File: config.mk
export PLATFORM = sky130hd
export DESIGN_NAME = apb_cmd_master
export DESIGN_NICKNAME = d
export VERILOG_FILES = /design/src/rtl/apb_pkg.sv /design/src/rtl/apb_cmd_master.sv
export SDC_FILE = /design/constraint.sdc
export NUM_CORES = 1
export LEC_CHECK = 0
export BUFFER_PORTS_ARGS = -buffer_cell sky130_fd_sc_hd__buf_2
export CORE_ASPECT_RATIO = 0.8
export CORE_MARGIN = 2
export CORE_UTILIZATION = 43
export CTS_CLUSTER_SIZE = 20
export DETAILED_ROUTE_END_ITERATION = 12
export GPL_TIMING_DRIVEN = 0
export PLACE_DENSITY = 0.74
export SLEW_MARGIN = 10
export SYNTH_ARGS = -nofsm -noshare
export SYNTH_HDL_FRONTEND = slang
export SYNTH_SLANG_ARGS = --single-unit
File: constraint.sdc
create_clock -name clk -period 1.5 [get_ports clk]
set_clock_uncertainty 0.05 [all_clocks]
set_input_delay 0.45 -clock clk [delete_from_list [all_inputs] [get_ports clk]]
set_output_delay 0.45 -clock clk [all_outputs]
set_load 0.005 [all_outputs]
File: src/rtl/apb_pkg.sv
// Shared APB definitions: master FSM states, response codes and an address helper
// used by config sequencers.
package apb_pkg;

  typedef enum logic [1:0] {
    StIdle,
    StSetup,
    StAccess,
    StResp
  } apb_state_e;

  localparam logic [1:0] RspOk      = 2'd0;
  localparam logic [1:0] RspSlvErr  = 2'd1;
  localparam logic [1:0] RspTimeout = 2'd2;

  // Register index (32-bit words) to APB byte address.
  function automatic logic [31:0] word_to_byte(input logic [29:0] word_idx);
    return {word_idx, 2'b00};
  endfunction

endpackage

File: src/rtl/apb_cmd_master.sv
// APB master: one valid/ready command becomes one APB transfer and exactly one response,
// with wait-state handling, slave error reporting and an optional hung-slave timeout.
module apb_cmd_master
  import apb_pkg::*;
#(
  parameter int unsigned AddrBits      = 6,
  parameter int unsigned DataBits      = 32,
  parameter int unsigned TimeoutBits   = 8,
  parameter int unsigned TimeoutCycles = 16
) (
  input  logic                clk,
  input  logic                rst_n,
  input  logic                cmd_valid,
  output logic                cmd_ready,
  input  logic                cmd_write,
  input  logic [AddrBits-1:0] cmd_addr,
  input  logic [DataBits-1:0] cmd_wdata,
  output logic                rsp_valid,
  input  logic                rsp_ready,
  output logic [DataBits-1:0] rsp_rdata,
  output logic [1:0]          rsp_err,
  output logic [AddrBits-1:0] paddr,
  output logic                psel,
  output logic                penable,
  output logic                pwrite,
  output logic [DataBits-1:0] pwdata,
  input  logic                pready,
  input  logic [DataBits-1:0] prdata,
  input  logic                pslverr,
  output logic                busy
);

  localparam bit TimeoutEn = (TimeoutCycles != 0);
  localparam logic [TimeoutBits-1:0] TimeoutLast =
      (TimeoutCycles == 0) ? '0 : TimeoutBits'(TimeoutCycles - 1);

  apb_state_e state_q, state_d;

  logic                   cmd_ready_q, cmd_ready_d;
  logic                   rsp_valid_q, rsp_valid_d;
  logic [DataBits-1:0]    rsp_rdata_q, rsp_rdata_d;
  logic [1:0]             rsp_err_q, rsp_err_d;
  logic [AddrBits-1:0]    paddr_q, paddr_d;
  logic                   psel_q, psel_d;
  logic                   penable_q, penable_d;
  logic                   pwrite_q, pwrite_d;
  logic [DataBits-1:0]    pwdata_q, pwdata_d;
  logic                   busy_q, busy_d;
  logic [TimeoutBits-1:0] cnt_q, cnt_d;

  always_comb begin
    state_d     = state_q;
    rsp_valid_d = rsp_valid_q;
    rsp_rdata_d = rsp_rdata_q;
    rsp_err_d   = rsp_err_q;
    paddr_d     = paddr_q;
    psel_d      = psel_q;
    penable_d   = penable_q;
    pwrite_d    = pwrite_q;
    pwdata_d    = pwdata_q;
    cnt_d       = cnt_q;

    unique case (state_q)
      StIdle: begin
        if (cmd_valid) begin
          paddr_d   = cmd_addr;
          pwrite_d  = cmd_write;
          pwdata_d  = cmd_wdata;
          psel_d    = 1'b1;
          penable_d = 1'b0;
          cnt_d     = '0;
          state_d   = StSetup;
        end
      end
      StSetup: begin
        penable_d = 1'b1;
        state_d   = StAccess;
      end
      StAccess: begin
        // A completing slave wins over a timeout landing in the same cycle.
        if (pready) begin
          rsp_rdata_d = pwrite_q ? '0 : prdata;
          rsp_err_d   = pslverr ? RspSlvErr : RspOk;
          rsp_valid_d = 1'b1;
          psel_d      = 1'b0;
          penable_d   = 1'b0;
          state_d     = StResp;
        end else if (TimeoutEn && (cnt_q == TimeoutLast)) begin
          rsp_rdata_d = '0;
          rsp_err_d   = RspTimeout;
          rsp_valid_d = 1'b1;
          psel_d      = 1'b0;
          penable_d   = 1'b0;
          state_d     = StResp;
        end else if (cnt_q != '1) begin
          cnt_d = cnt_q + 1'b1;
        end
      end
      StResp: begin
        if (rsp_ready) begin
          rsp_valid_d = 1'b0;
          state_d     = StIdle;
        end
      end
      default: state_d = StIdle;
    endcase

    cmd_ready_d = (state_d == StIdle);
    busy_d      = (state_d != StIdle);
  end

  always_ff @(posedge clk or negedge rst_n) begin
    if (!rst_n) begin
      state_q     <= StIdle;
      cmd_ready_q <= 1'b1;
      rsp_valid_q <= 1'b0;
      rsp_rdata_q <= '0;
      rsp_err_q   <= RspOk;
      paddr_q     <= '0;
      psel_q      <= 1'b0;
      penable_q   <= 1'b0;
      pwrite_q    <= 1'b0;
      pwdata_q    <= '0;
      busy_q      <= 1'b0;
      cnt_q       <= '0;
    end else begin
      state_q     <= state_d;
      cmd_ready_q <= cmd_ready_d;
      rsp_valid_q <= rsp_valid_d;
      rsp_rdata_q <= rsp_rdata_d;
      rsp_err_q   <= rsp_err_d;
      paddr_q     <= paddr_d;
      psel_q      <= psel_d;
      penable_q   <= penable_d;
      pwrite_q    <= pwrite_d;
      pwdata_q    <= pwdata_d;
      busy_q      <= busy_d;
      cnt_q       <= cnt_d;
    end
  end

  assign cmd_ready = cmd_ready_q;
  assign rsp_valid = rsp_valid_q;
  assign rsp_rdata = rsp_rdata_q;
  assign rsp_err   = rsp_err_q;
  assign paddr     = paddr_q;
  assign psel      = psel_q;
  assign penable   = penable_q;
  assign pwrite    = pwrite_q;
  assign pwdata    = pwdata_q;
  assign busy      = busy_q;

endmodule

==> results.json <==
{
  "r2r_end": "busy$_DFF_PN0_",
  "portBuffers": 153,
  "area_delta_synth_final_pct": 47.1,
  "path_max_fanout": 6,
  "cts-root-buf": "clkbuf_8",
  "grt_setup_unrepaired": "yes",
  "start_util_pct": 43.7,
  "p_leak_nw": 2.83,
  "layout.cells.most_common": "buf_2",
  "layout_common_cells": "155 x buf_2, 138 x nand2_1, 83 x dfrtp_1",
  "cts_htree_levels": 3,
  "io_pins": 155,
  "fin_crit_ns": 1.61,
  "hold_viol": 0,
  "crit_type": "register to register",
  "dieArea_mm2": 0.00926,
  "synth-warning-count": 0,
  "syn_area_per_cell_um2": 9.21,
  "setup_slack_ns": -0.115,
  "setup_viol": 45,
  "cp.required_ns": 1.70,
  "numCtsBuffers": 9,
  "grt_max_degree": 63,
  "arrival_ns": 1.81,
  "fmax_ghz": 0.619,
  "ff2ff_path_depth": 5,
  "synth_nets": 475,
  "grt_pass1_vias": 3069,
  "synth.distinct_cells": 37,
  "powerDensity_mw_per_mm2": 1950,
  "ctsLongestPathBuffers": 2,
  "slew_violations": 0,
  "tightest_slew_ns": 0.387,
  "synthCells": 397,
  "clock_latency_ns": 0.36,
  "cp-end-kind": "register",
  "worstReg2RegStart": "cnt_q[0]$_DFFE_PN0P_",
  "groute.usage.overall_pct": 20.3,
  "tritoncts": "yes",
  "dp_slack_ns": -0.318,
  "wl_mm": 10.0,
  "gp_congestion": 0.828,
  "synthesis.area_mm2": 0.00366,
  "num_vias": 3455,
  "yosys_register_bits": 88,
  "critPathLaunchType": "register",
  "drc": 0,
  "slew_headroom_pct": 74.2,
  "first_pass_iters": 5,
  "place_hpwl_mm": 6.63,
  "rows": 30,
  "crit_end": "busy$_DFF_PN0_",
  "violations": "negative setup slack",
  "fin_crit_sh_pct": 108,
  "grt_pass1_wl_mm": 14.8,
  "clock_sinks": 88,
  "antenna_found_initial": 0,
  "drive_above_1_share_pct": 46.0,
  "holdCritPathClass": "input pin to register",
  "final_nets": 662,
  "routed_via_density": 4.93,
  "die_h_um": 86.5,
  "core_area_mm2": 0.00837,
  "vdd_drop_max_v": 0.00110,
  "wl_per_cell_um": 14.3,
  "die_w_um": 107,
  "grt-ovfl-total": 0,
  "post-route-util_pct": 64.3,
  "yosysSeqAreaShare_pct": 60.3,
  "ff2ff_setup_slack_ns": -0.11,
  "diodes": 0,
  "drv_cap": 0,
  "clkTransAtPathRegs_ns": 0.10,
  "crit_path_start": "cnt_q[0]$_DFFE_PN0P_",
  "drt_iter0_drc": 229,
  "antenna_left": 0,
  "status": "complete, but fails checks"
}
[timing repair]
item,in CTS,in global routing
setup buffers,12,5
pin swaps,13,39
endpoints found under the setup margin,88,88
endpoints found under the hold margin,26,0
hold buffers,1,0
cloned,0,5
resized for setup,56,60
[worst min path at each step]
stage                      startpoint  cells after the start  slack (ns)                       end
2_1_floorplan                   rst_n                      0        0.10            busy$_DFF_PN0_
3_3_place_gp   pwdata[17]$_DFFE_PN0P_                      2        0.40    pwdata[17]$_DFFE_PN0P_
3_5_place_dp                    rst_n                      1        0.34  rsp_rdata[9]$_DFFE_PN0P_
4_1_cts                   cmd_addr[5]                      3        0.21      paddr[5]$_DFFE_PN0P_
5_1_grt                 cmd_wdata[25]                      3        0.21    pwdata[25]$_DFFE_PN0P_
6_report                cmd_wdata[18]                      3        0.22    pwdata[18]$_DFFE_PN0P_
[layer usage]
metal | global-route usage [%] | vias to the layer above | wire, µm
li1 | - | 1674 | -
met1 | 26.1 | 1625 | 4350
met5 | 0 | - | 0
met3 | 7.14 | 8 | 933
met4 | 6.02 | 0 | 112
met2 | 32.5 | 148 | 4640
[report_power, final]
part | switching, W | total, W | internal [W] | leakage [nW]
sequential | 0.000743 | 0.00424 | 0.00349 | 1.11
combinational | 0.00230 | 0.00452 | 0.00222 | 1.62
clock | 0.000926 | 0.00173 | 0.000805 | 0.103
total | 0.00397 | 0.0105 | 0.00652 | 2.83
[cell usage after synthesis (all sizes together)]
cell type	number	area [µm²]
or3	4	25.0
nand2b	1	6.26
o21a	1	7.51
inv	3	11.3
and3	2	12.5
nor2b	1	6.26
dfrtp	87	2180
a32o	1	10.0
o211ai	1	7.51
ha	1	12.5
clkbuf	11	41.3
buf	15	93.8
dfstp	1	26.3
nand2	165	627
a2bb2oi	1	8.76
a21oi	2	13.8
a31oi	2	12.5
o21ai	71	359
mux2i	3	30.0
nor3	4	20.0
o22ai	1	6.26
nand3	5	25.0
mux2	2	22.5
and2b	1	7.51
nor4	2	27.5
nand4	1	6.26
o211a	1	10.0
nor2	5	26.3
a21o	2	16.3
[final cells by class]
class                           count  area [µm²]
Sequential cell                    88        2210
Tap cell                          112         140
Fill cell                         691        2990
Buffer                             25         228
Inverter                            3        11.3
Timing Repair Buffer              176        1060
Clock buffer                        9         124
Clock inverter                      7        83.8
Multi-Input combinational cell    281        1520
[worst max-delay path, stage by stage, from the launching register on]
cell and delay, ns:
dfrtp_1 0.40, ha_2 0.20, and3_4 0.20, a21oi_4 0.26, nor2_4 0.08, or3_1 0.32
[state kept, by name (all words and copies together) (netlist names)]
| signal | flops |
|---|---|
| pwdata | 32 |
| rsp_rdata | 32 |
| cnt_q | 8 |
| paddr | 6 |
| rsp_err | 2 |
| state_q | 2 |
| busy | 1 |
| cmd_ready | 1 |
| penable | 1 |
| psel | 1 |
| pwrite | 1 |
| rsp_valid | 1 |
[stage by stage]
step	instances	total power [W]	TNS (ns)	hold WS, ns	cell area [µm²]
6_report	701	0.0105	-3.31	0.216	5380
4_1_cts	691	0.00988	-1.70	0.207	5050
5_1_grt	701	0.0112	-6.20	0.209	5380
3_5_place_dp	663	0.00771	-15.13	0.341	4610
2_1_floorplan	397	0.00600	-0.00671	0.104	3680
3_3_place_gp	662	0.00755	-86.88	0.404	4580
[logic make-up after synthesis]
family	synth area share, %
AND/OR/NAND/NOR	21.6
flip-flops	60.3
AO/OA/AOI/OAI	12.4
buffers and inverters	4.00
multiplexers	1.44
adder cells (fa/ha/maj)	0.342
(Power assumes the default switching activity.)
